--- src/rtl/stream_stats.sv ---
// rtl/stream_stats.sv - per-frame max/min/count statistics over a gated sample stream
// Optional sum output enabled by defining STREAM_STATS_SUM_EN.
module stream_stats #(
    parameter int WIDTH  = 8,
    parameter int CNT_W  = 8,
    parameter int SIGNED = 0
) (
    input  logic             clk,
    input  logic             rst,
    input  logic             start,
    input  logic             in_valid,
    input  logic [WIDTH-1:0] in,
    output logic             busy,
    output logic             done,
    output logic [WIDTH-1:0] max,
    output logic [WIDTH-1:0] min,
    output logic [CNT_W-1:0] count,
    output logic             empty,
    output logic             cnt_sat
`ifdef STREAM_STATS_SUM_EN
    ,
    output logic [WIDTH+CNT_W-1:0] sum
`endif
);

    typedef enum logic [1:0] {IDLE, RUN, DONE} state_t;

    localparam logic [CNT_W-1:0] CNT_MAX = {CNT_W{1'b1}};

    state_t           state_q;
    state_t           state_d;
    logic [WIDTH-1:0] acc_max;
    logic [WIDTH-1:0] acc_min;
    logic [CNT_W-1:0] acc_count;
    logic             acc_first;
    logic             acc_sat;
    logic             enter_run;
    logic             take;
    logic             finish;
    logic             in_gt;
    logic             in_lt;

    always_ff @(posedge clk or posedge rst) begin
        if (rst) begin
            state_q <= IDLE;
        end else begin
            state_q <= state_d;
        end
    end

    always_comb begin
        state_d = state_q;
        case (state_q)
            IDLE:    if (start) state_d = RUN;
            RUN:     if (!start) state_d = DONE;
            DONE:    state_d = start ? RUN : IDLE;
            default: state_d = IDLE;
        endcase
    end

    always_comb begin
        busy = (state_q == RUN);
    end

    // A frame (re)starts from IDLE or DONE; the sample of that cycle belongs to the new frame.
    assign enter_run = start && (state_q != RUN);
    assign take      = start && in_valid;
    assign finish    = (state_q == RUN) && !start;
    assign acc_sat   = (acc_count == CNT_MAX);

    always_comb begin
        if (SIGNED != 0) begin
            in_gt = $signed(in) > $signed(acc_max);
            in_lt = $signed(in) < $signed(acc_min);
        end else begin
            in_gt = in > acc_max;
            in_lt = in < acc_min;
        end
    end

    always_ff @(posedge clk or posedge rst) begin
        if (rst) begin
            acc_max   <= '0;
            acc_min   <= '0;
            acc_count <= '0;
            acc_first <= 1'b0;
        end else if (enter_run) begin
            acc_max   <= take ? in : '0;
            acc_min   <= take ? in : '0;
            acc_count <= take ? CNT_W'(1) : '0;
            acc_first <= !take;
        end else if ((state_q == RUN) && take) begin
            if (acc_first || in_gt) acc_max <= in;
            if (acc_first || in_lt) acc_min <= in;
            if (!acc_sat) acc_count <= acc_count + CNT_W'(1);
            acc_first <= 1'b0;
        end
    end

`ifdef STREAM_STATS_SUM_EN
    logic [WIDTH+CNT_W-1:0] acc_sum;
    logic [WIDTH+CNT_W-1:0] in_ext;

    always_comb begin
        if (SIGNED != 0) begin
            in_ext = {{CNT_W{in[WIDTH-1]}}, in};
        end else begin
            in_ext = {{CNT_W{1'b0}}, in};
        end
    end

    // Sum freezes together with the counter, so it can never wrap.
    always_ff @(posedge clk or posedge rst) begin
        if (rst) begin
            acc_sum <= '0;
        end else if (enter_run) begin
            acc_sum <= take ? in_ext : '0;
        end else if ((state_q == RUN) && take && !acc_sat) begin
            acc_sum <= acc_sum + in_ext;
        end
    end

    always_ff @(posedge clk or posedge rst) begin
        if (rst) begin
            sum <= '0;
        end else if (finish) begin
            sum <= acc_sum;
        end
    end
`endif

    always_ff @(posedge clk or posedge rst) begin
        if (rst) begin
            done    <= 1'b0;
            max     <= '0;
            min     <= '0;
            count   <= '0;
            empty   <= 1'b1;
            cnt_sat <= 1'b0;
        end else begin
            done <= (state_d == DONE);
            if (finish) begin
                max     <= acc_max;
                min     <= acc_min;
                count   <= acc_count;
                empty   <= (acc_count == '0);
                cnt_sat <= acc_sat;
            end
        end
    end

endmodule
--- config.mk ---
export PLATFORM = sky130hd
export DESIGN_NAME = stream_stats
export DESIGN_NICKNAME = d
export VERILOG_FILES = /design/src/rtl/stream_stats.sv
export SDC_FILE = /design/constraint.sdc
export NUM_CORES = 1
export LEC_CHECK = 0
export ABC_AREA = 1
export BUFFER_PORTS_ARGS = -buffer_cell sky130_fd_sc_hd__buf_2
export CAP_MARGIN = 20
export CELL_PAD_IN_SITES_DETAIL_PLACEMENT = 0
export CELL_PAD_IN_SITES_GLOBAL_PLACEMENT = 1
export CORE_MARGIN = 2
export CORE_UTILIZATION = 25
export CTS_BUF_LIST = sky130_fd_sc_hd__clkbuf_4
export DETAILED_ROUTE_END_ITERATION = 6
export PLACE_DENSITY_LB_ADDON = 0.12
export SYNTH_ARGS = -nofsm -noshare
export SYNTH_HDL_FRONTEND = slang
export SYNTH_SLANG_ARGS = --single-unit
--- constraint.sdc ---
create_clock -name clk -period 3.1 [get_ports clk]
set_clock_uncertainty 0.2 [all_clocks]
set_input_delay 0.465 -clock clk [delete_from_list [all_inputs] [get_ports clk]]
set_output_delay 0.465 -clock clk [all_outputs]
set_load 0.1 [all_outputs]
==> results_dict.tcl, run 1 <==
set metrics [dict create \
    status "finished, final reports clean" \
    syn_nets 344 \
    final_cells 495 \
    max_freq_mhz 478 \
    yosysSeqAreaShare_pct 51.1 \
    grt_antenna_before_repair 0 \
    place_congestion 0.715 \
    initial_utilization_pct 25.7 \
    switching_power_mw 1.10 \
    postCtsResizedCells 0 \
    grt_pass1_wl_um 11200 \
    yosys.area.top_type "dfrtp_1" \
    drc 0 \
    drt-initial-drc-count 77 \
    power_density_nw_per_um2 720 \
    internal-power_mw 1.11 \
    fin_crit_sh_pct 67.5 \
    worst-path-max-fanout 3 \
    total_leakage_power_nw 1.66 \
    cts-root-buf "clkbuf_4" \
    die_area_um2 11400 \
    grt_usage_pct 12.6 \
    slew_headroom_pct 51.7 \
    avgSynthCellArea_um2 8.40 \
    multi_input_area_um2 1090 \
    clk_pin_slew_worst_paths_ps 150 \
    numClockSinks 54 \
    htreeDepth 2 \
    cts.path.max_buffers 2 \
    dieHeight_um 107 \
    worstPathArrival_ps 1430 \
    wl_per_cell_um 13.3 \
    crit_type "reg -> out" \
    synth_ff_type "dfrtp_1" \
    worst_setup_path_start_kind "register" \
    slowest_delay_ps 450 \
    ys_async_sr_fraction_pct 100 \
    synth.most_common_cell "nand2_1" \
    cts_setup_buffers 0 \
    critical-path-slowest-cell "buf_2" \
    port_buffers 39 \
    yosysWarningCount 0 \
    ys_seq_elements 54 \
    p_comb_share_pct 44.3 \
    vias 2084 \
    wl_met1_um 3110 \
    cp_top_family "buffers and inverters" \
    critPathRequiredTime_ps 2430 \
    path_cells "nor2_4 -> buf_2" \
    grt_max_degree 51 \
    overflow 0 \
    postCtsHoldBufs 1 \
    coreArea_um2 10300 \
    p_seq_share_pct 41.1 \
    dp.cells 486 \
    fin_crit_ps 2090 \
    cts_tree "built" \
    finalSetupViolations 0 \
    endpoint_kind "primary output" \
    n_antenna_cell 0 \
    dr_wl_met3_um 147 \
    regArea_um2 1350 \
    syn_inst 315 \
    synth_cell_type_count 24 \
    synth_enable_flop_cells 0 \
    clock_latency_ps 380 \
    viasPerCell 4.21 \
    worst_slew_pin_slew_ps 724 \
    drive_gt1_share_pct 18.1 \
    final_max_slew_viol_count 0 \
    synthTopCellsByCount "nand2_1 (99), dfrtp_1 (53), inv_1 (41), o21ai_0 (26), nand3_1 (23)" \
    ant_nets 0 \
    rows 37 \
    cts_buffers 5 \
    wl_met2_um 3260 \
    synth_area_um2 2650 \
    synth_area_leaders "dfrtp_1 (50%), nand2_1 (14%), ha_1 (8.0%)" \
    final_nets 387 \
    irDropWorstVdd_uv 229 \
    drv_cap 0 \
    yosysTopAreaCellShare_pct 50.1 \
    syn2layout_area_growth_pct 15.7 \
    die_w_um 107 \
    hold_path.class "in -> reg" \
    first_pass_iters 4 \
    highest_layer "met4" \
    clock_power_share_pct 14.6 \
    crit_buf_inv 1 \
    rsz0062_at_grt "false" \
    finalWirelength_um 6600 \
    hold_viol_final 0 \
    tns_ps 0 \
    sw_frac_of_total_pct 49.7 \
    fill_cells 1171 \
    io_pins 40 \
    dp_hpwl_um 4980 \
    grt_pass1_vias 2118 \
]
[kinds of logic (layout without fill, tap and decap cells)]
logic type	after synthesis	after routing	share of synthesized area, %
and+or+nand+nor	151	151	24.6
DFF	54	54	51.1
AOI/OAI and AO/OA	37	37	7.19
xor gates and xnor gates	4	4	1.32
buffers and inverters	52	96	7.66
adders and majority gates	17	17	8.04
[metrics by stage]
stage / power, mW / area [um^2] / hold WS (ps) / util [%] / setup WS, ps
2_1_floorplan: 1.70 / 2650 / 216 / - / 1120
3_3_place_gp: 1.91 / 3000 / 230 / 29.1 / 820
3_5_place_dp: 1.91 / 3000 / 235 / 29.1 / 820
4_1_cts: 2.24 / 3060 / 86.9 / 29.8 / 978
5_1_grt: 2.36 / 3060 / 80.6 / 29.8 / 824
6_report: 2.20 / 3060 / 108 / 29.8 / 1010
[power groups by stage]
stage | clock network [mW] | logic, mW | registers (mW)
after CTS | 0.344 | 0.990 | 0.908
final | 0.323 | 0.976 | 0.905
after floorplan | 0 | 0.302 | 1.40
after global placement | 0 | 0.985 | 0.922
after global routing | 0.370 | 1.06 | 0.925
after detailed placement | 0 | 0.987 | 0.923
[cells in the final DEF, fill, tap and decap left out, types with 5 or more instances in the layout]
cell      Yosys  final
buf_2         0     39
inv_2         4      5
nand2_1      99     99
nand2_2       5      5
dfrtp_1      53     53
o21ai_0      26     26
nor2_1       14     14
nand3_1      23     23
a21oi_1       7      7
ha_1         17     17
inv_1        41     40
clkbuf_4      0      6
[metal layers]
layer | GRT usage [%] | vias up
li1 | - | 1075
met1 | 16.4 | 978
met2 | 21.7 | 25
met3 | 2.25 | 6
met4 | 3.34 | 0
met5 | 0 | -
[state kept, by name (all words and copies together), names as in the netlist]
| register | flops |
|---|---|
| count | 8 |
| acc_max | 8 |
| cnt_sat | 1 |
| state_q | 2 |
| acc_min | 8 |
| done | 1 |
| min | 8 |
| max | 8 |
| empty | 1 |
| acc_count | 8 |
| acc_first | 1 |
[cell type report]
class                   count  share of cell area (%)
repair buffers             42                    7.20
flip-flops and latches     54                    44.2
multi-input cells         209                    35.6
well taps                 136                    5.56
clock inverters             2                   0.286
clock buffers               6                    1.47
inverters                  46                    5.64
[final timing paths]
kind / start / to / slack (ps) / cells past startpoint
worst min-delay path: start / done$_DFF_PP0_ / 110 / 2
worst max-delay path: state_q[1]$_DFF_PP0_ / busy / 1010 / 2
worst min register to register: state_q[0]$_DFF_PP0_ / state_q[0]$_DFF_PP0_ / 260 / 1
max in group asynchronous: rst / acc_first$_DFFE_PP0P_ / 1610 / 4
min in group asynchronous: rst / min[5]$_DFFE_PP0P_ / 420 / 3
worst max register to register: acc_min[5]$_DFFE_PP0P_ / acc_min[6]$_DFFE_PP0P_ / 1060 / 10
(Power assumes the default switching activity.)
==> run 2: changes to the inputs <==
--- a/config.mk
+++ b/config.mk
@@ -5,7 +5,7 @@
 export SDC_FILE = /design/constraint.sdc
 export NUM_CORES = 1
 export LEC_CHECK = 0
-export ABC_AREA = 1
+export ABC_AREA = 0
 export BUFFER_PORTS_ARGS = -buffer_cell sky130_fd_sc_hd__buf_2
 export CAP_MARGIN = 20
 export CELL_PAD_IN_SITES_DETAIL_PLACEMENT = 0
==> constraint.sdc (replaced) <==
create_clock -name clk -period 2.15 [get_ports clk]
set_clock_uncertainty 0.2 [all_clocks]
set_input_delay 0.3225 -clock clk [delete_from_list [all_inputs] [get_ports clk]]
set_output_delay 0.3225 -clock clk [all_outputs]
set_load 0.1 [all_outputs]
==> results_dict.tcl, run 2 <==
set metrics [dict create \
    syn_inst 251 \
    final_nets 344 \
    initial_utilization_pct 25.9 \
    fin_crit_sh_pct 95.9 \
    final_util_pct 33.3 \
    cts-root-buf "clkbuf_4" \
    fin_crit_ps 2060 \
    worst_slew_pin_slew_ps 493 \
    grt_usage_pct 11.6 \
    htreeDepth 2 \
    clock_power_share_pct 17.6 \
    overflow 0 \
    synthTopCellsByCount "nand2_1 (55), dfrtp_1 (53), inv_1 (23), o21ai_0 (20), ha_1 (17)" \
    internal-power_mw 1.82 \
    power_density_nw_per_um2 1030 \
    n_antenna_cell 0 \
    vias 1911 \
    rows 36 \
    grt_pass1_vias 1871 \
    ant_nets 0 \
    rsz0062_at_grt "true" \
    synth_cell_type_count 39 \
    hold_slack_ps 56.3 \
    grt_pass1_wl_um 10200 \
    viasPerCell 4.26 \
    finalWirelength_um 6100 \
    cts_tree "built" \
    numClockSinks 54 \
    wl_per_cell_um 13.6 \
    hold_path.class "in -> reg" \
    dp_hpwl_um 4410 \
    multi_input_area_um2 1180 \
    port_buffers 39 \
    fill_cells 1050 \
    regArea_um2 1350 \
    endpoint_kind "register" \
    clock_latency_ps 390 \
    final_max_slew_viol_count 0 \
    switching_power_mw 1.57 \
    avgSynthCellArea_um2 10.2 \
    finalSetupViolations 0 \
    yosysSeqAreaShare_pct 52.9 \
    ys_async_sr_fraction_pct 100 \
    syn_nets 280 \
    synth_area_leaders "dfrtp_1 (52%), ha_1 (8.3%), nand2_1 (8.1%)" \
    drive_gt1_share_pct 27.8 \
    p_comb_share_pct 44.5 \
    synth_enable_flop_cells 0 \
    drt-initial-drc-count 46 \
    grt_max_degree 55 \
    status "finished, final reports clean" \
    grt_antenna_before_repair 0 \
    irDropWorstVdd_uv 405 \
    yosys.area.top_type "dfrtp_1" \
    synth_area_um2 2560 \
    worstPathArrival_ps 2170 \
    worst-path-max-fanout 5 \
    hold_viol_final 0 \
    p_total_mw 3.39 \
    slew_headroom_pct 67.4 \
    drv_cap 0 \
    io_pins 40 \
    p_seq_share_pct 37.9 \
    cts_buffers 5 \
    final_cell_mix "nand2_1 (55), dfrtp_1 (53), buf_2 (39), o21ai_0 (20), inv_1 (19)" \
    max_freq_mhz 485 \
    first_pass_iters 4 \
    coreArea_um2 9860 \
    place_congestion 0.741 \
    die_w_um 105 \
    synth.most_common_cell "nand2_1" \
    clk_pin_slew_worst_paths_ps 170 \
    die_area_um2 11100 \
    worst_setup_path_start_kind "register" \
    syn2layout_area_growth_pct 28.2 \
    yosysWarningCount 0 \
    sw_frac_of_total_pct 46.3 \
    critPathRequiredTime_ps 2260 \
    yosysTopAreaCellShare_pct 51.8 \
    synth_ff_type "dfrtp_1" \
    drc 0 \
    total_leakage_power_nw 1.61 \
    mostFrequentLayoutCell "nand2_1" \
    cts.path.max_buffers 2 \
    ys_seq_elements 54 \
    dieHeight_um 105 \
    crit_type "reg -> reg" \
]
==> run 2: worst paths after layout <==
check                                        from                endpoint  slack [ps]  depth (start not counted)
setup / recovery           acc_max[0]$_DFFE_PP0P_  acc_max[4]$_DFFE_PP0P_          90                          7
hold / removal                              in[2]  acc_min[2]$_DFFE_PP0P_          60                          2
setup reg to reg           acc_max[0]$_DFFE_PP0P_  acc_max[4]$_DFFE_PP0P_          90                          7
hold reg to reg              state_q[1]$_DFF_PP0_    state_q[0]$_DFF_PP0_         260                          1
max in group asynchronous                     rst       empty$_DFFE_PP1P_        1170                          4
min in group asynchronous                     rst          done$_DFF_PP0_         300                          4
==> run 2: cells by family (layout without fill, tap and decap cells) <==
family	Yosys count	count (layout)	synth area share, %
muxes	10	10	3.91
adders and majority gates	17	17	8.31
buffers and inverters	31	96	4.69
xor gates and xnor gates	4	4	1.37
DFF	54	54	52.9
AOI/OAI and AO/OA	50	50	14.6
and+or+nand+nor	85	85	14.3
==> run 2: power groups by stage <==
stage	clock network [mW]	logic [mW]	registers, mW
6_report	0.596	1.51	1.28
5_1_grt	0.650	1.63	1.31
4_1_cts	0.620	1.46	1.28
3_5_place_dp	0	1.44	1.30
3_3_place_gp	0	1.44	1.30
2_1_floorplan	0	0.414	2.00
==> run 2: timing repair <==
item / 4_1_cts / 5_1_grt
hold buffers: 4 / 0
endpoints found under the hold margin: 56 / 0
pin swaps: 2 / 6
setup buffers: 0 / 1
resized for setup: 1 / 14
setup endpoints to repair: 2 / 16
==> run 2: worst max-delay path, stage by stage, from the launching register on <==
cell and delay, ps:
dfrtp_1 420, ha_1 280, nand4_1 130, or3_4 400, a21oi_4 150, a41oi_4 50, buf_6 170, mux2i_2 180
==> run 2: metrics by stage <==
stage	cell area (um^2)	std cells	setup slack (ps)	setup TNS, ps
2_1_floorplan	2560	251	234	0
3_3_place_gp	3050	436	-57.3	-368
3_5_place_dp	3050	436	-62.0	-724
4_1_cts	3170	448	26.1	0
5_1_grt	3280	449	-19.0	-19.0
6_report	3280	449	87.6	0
==> run 2: cell type report <==
type                       count  share of cell area (%)
tap                          133                    5.07
clock buffer                   5                    1.14
sequential                    54                    41.2
timing repair buffer          64                    12.6
multi-input combinational    166                    36.0
inverter                      24                    2.75
clock inverter                 3                    1.22
==> run 2: routing by layer <==
metal / part of all wire, % / GRT usage [%] / vias up / wire [um]
met4: 1.6 / 3.71 / 0 / 95
met3: 3.1 / 2.43 / 8 / 192
met1: 52 / 17.5 / 899 / 3200
li1: - / - / 976 / -
met5: 0 / 0 / - / 0
met2: 43 / 16.5 / 28 / 2620
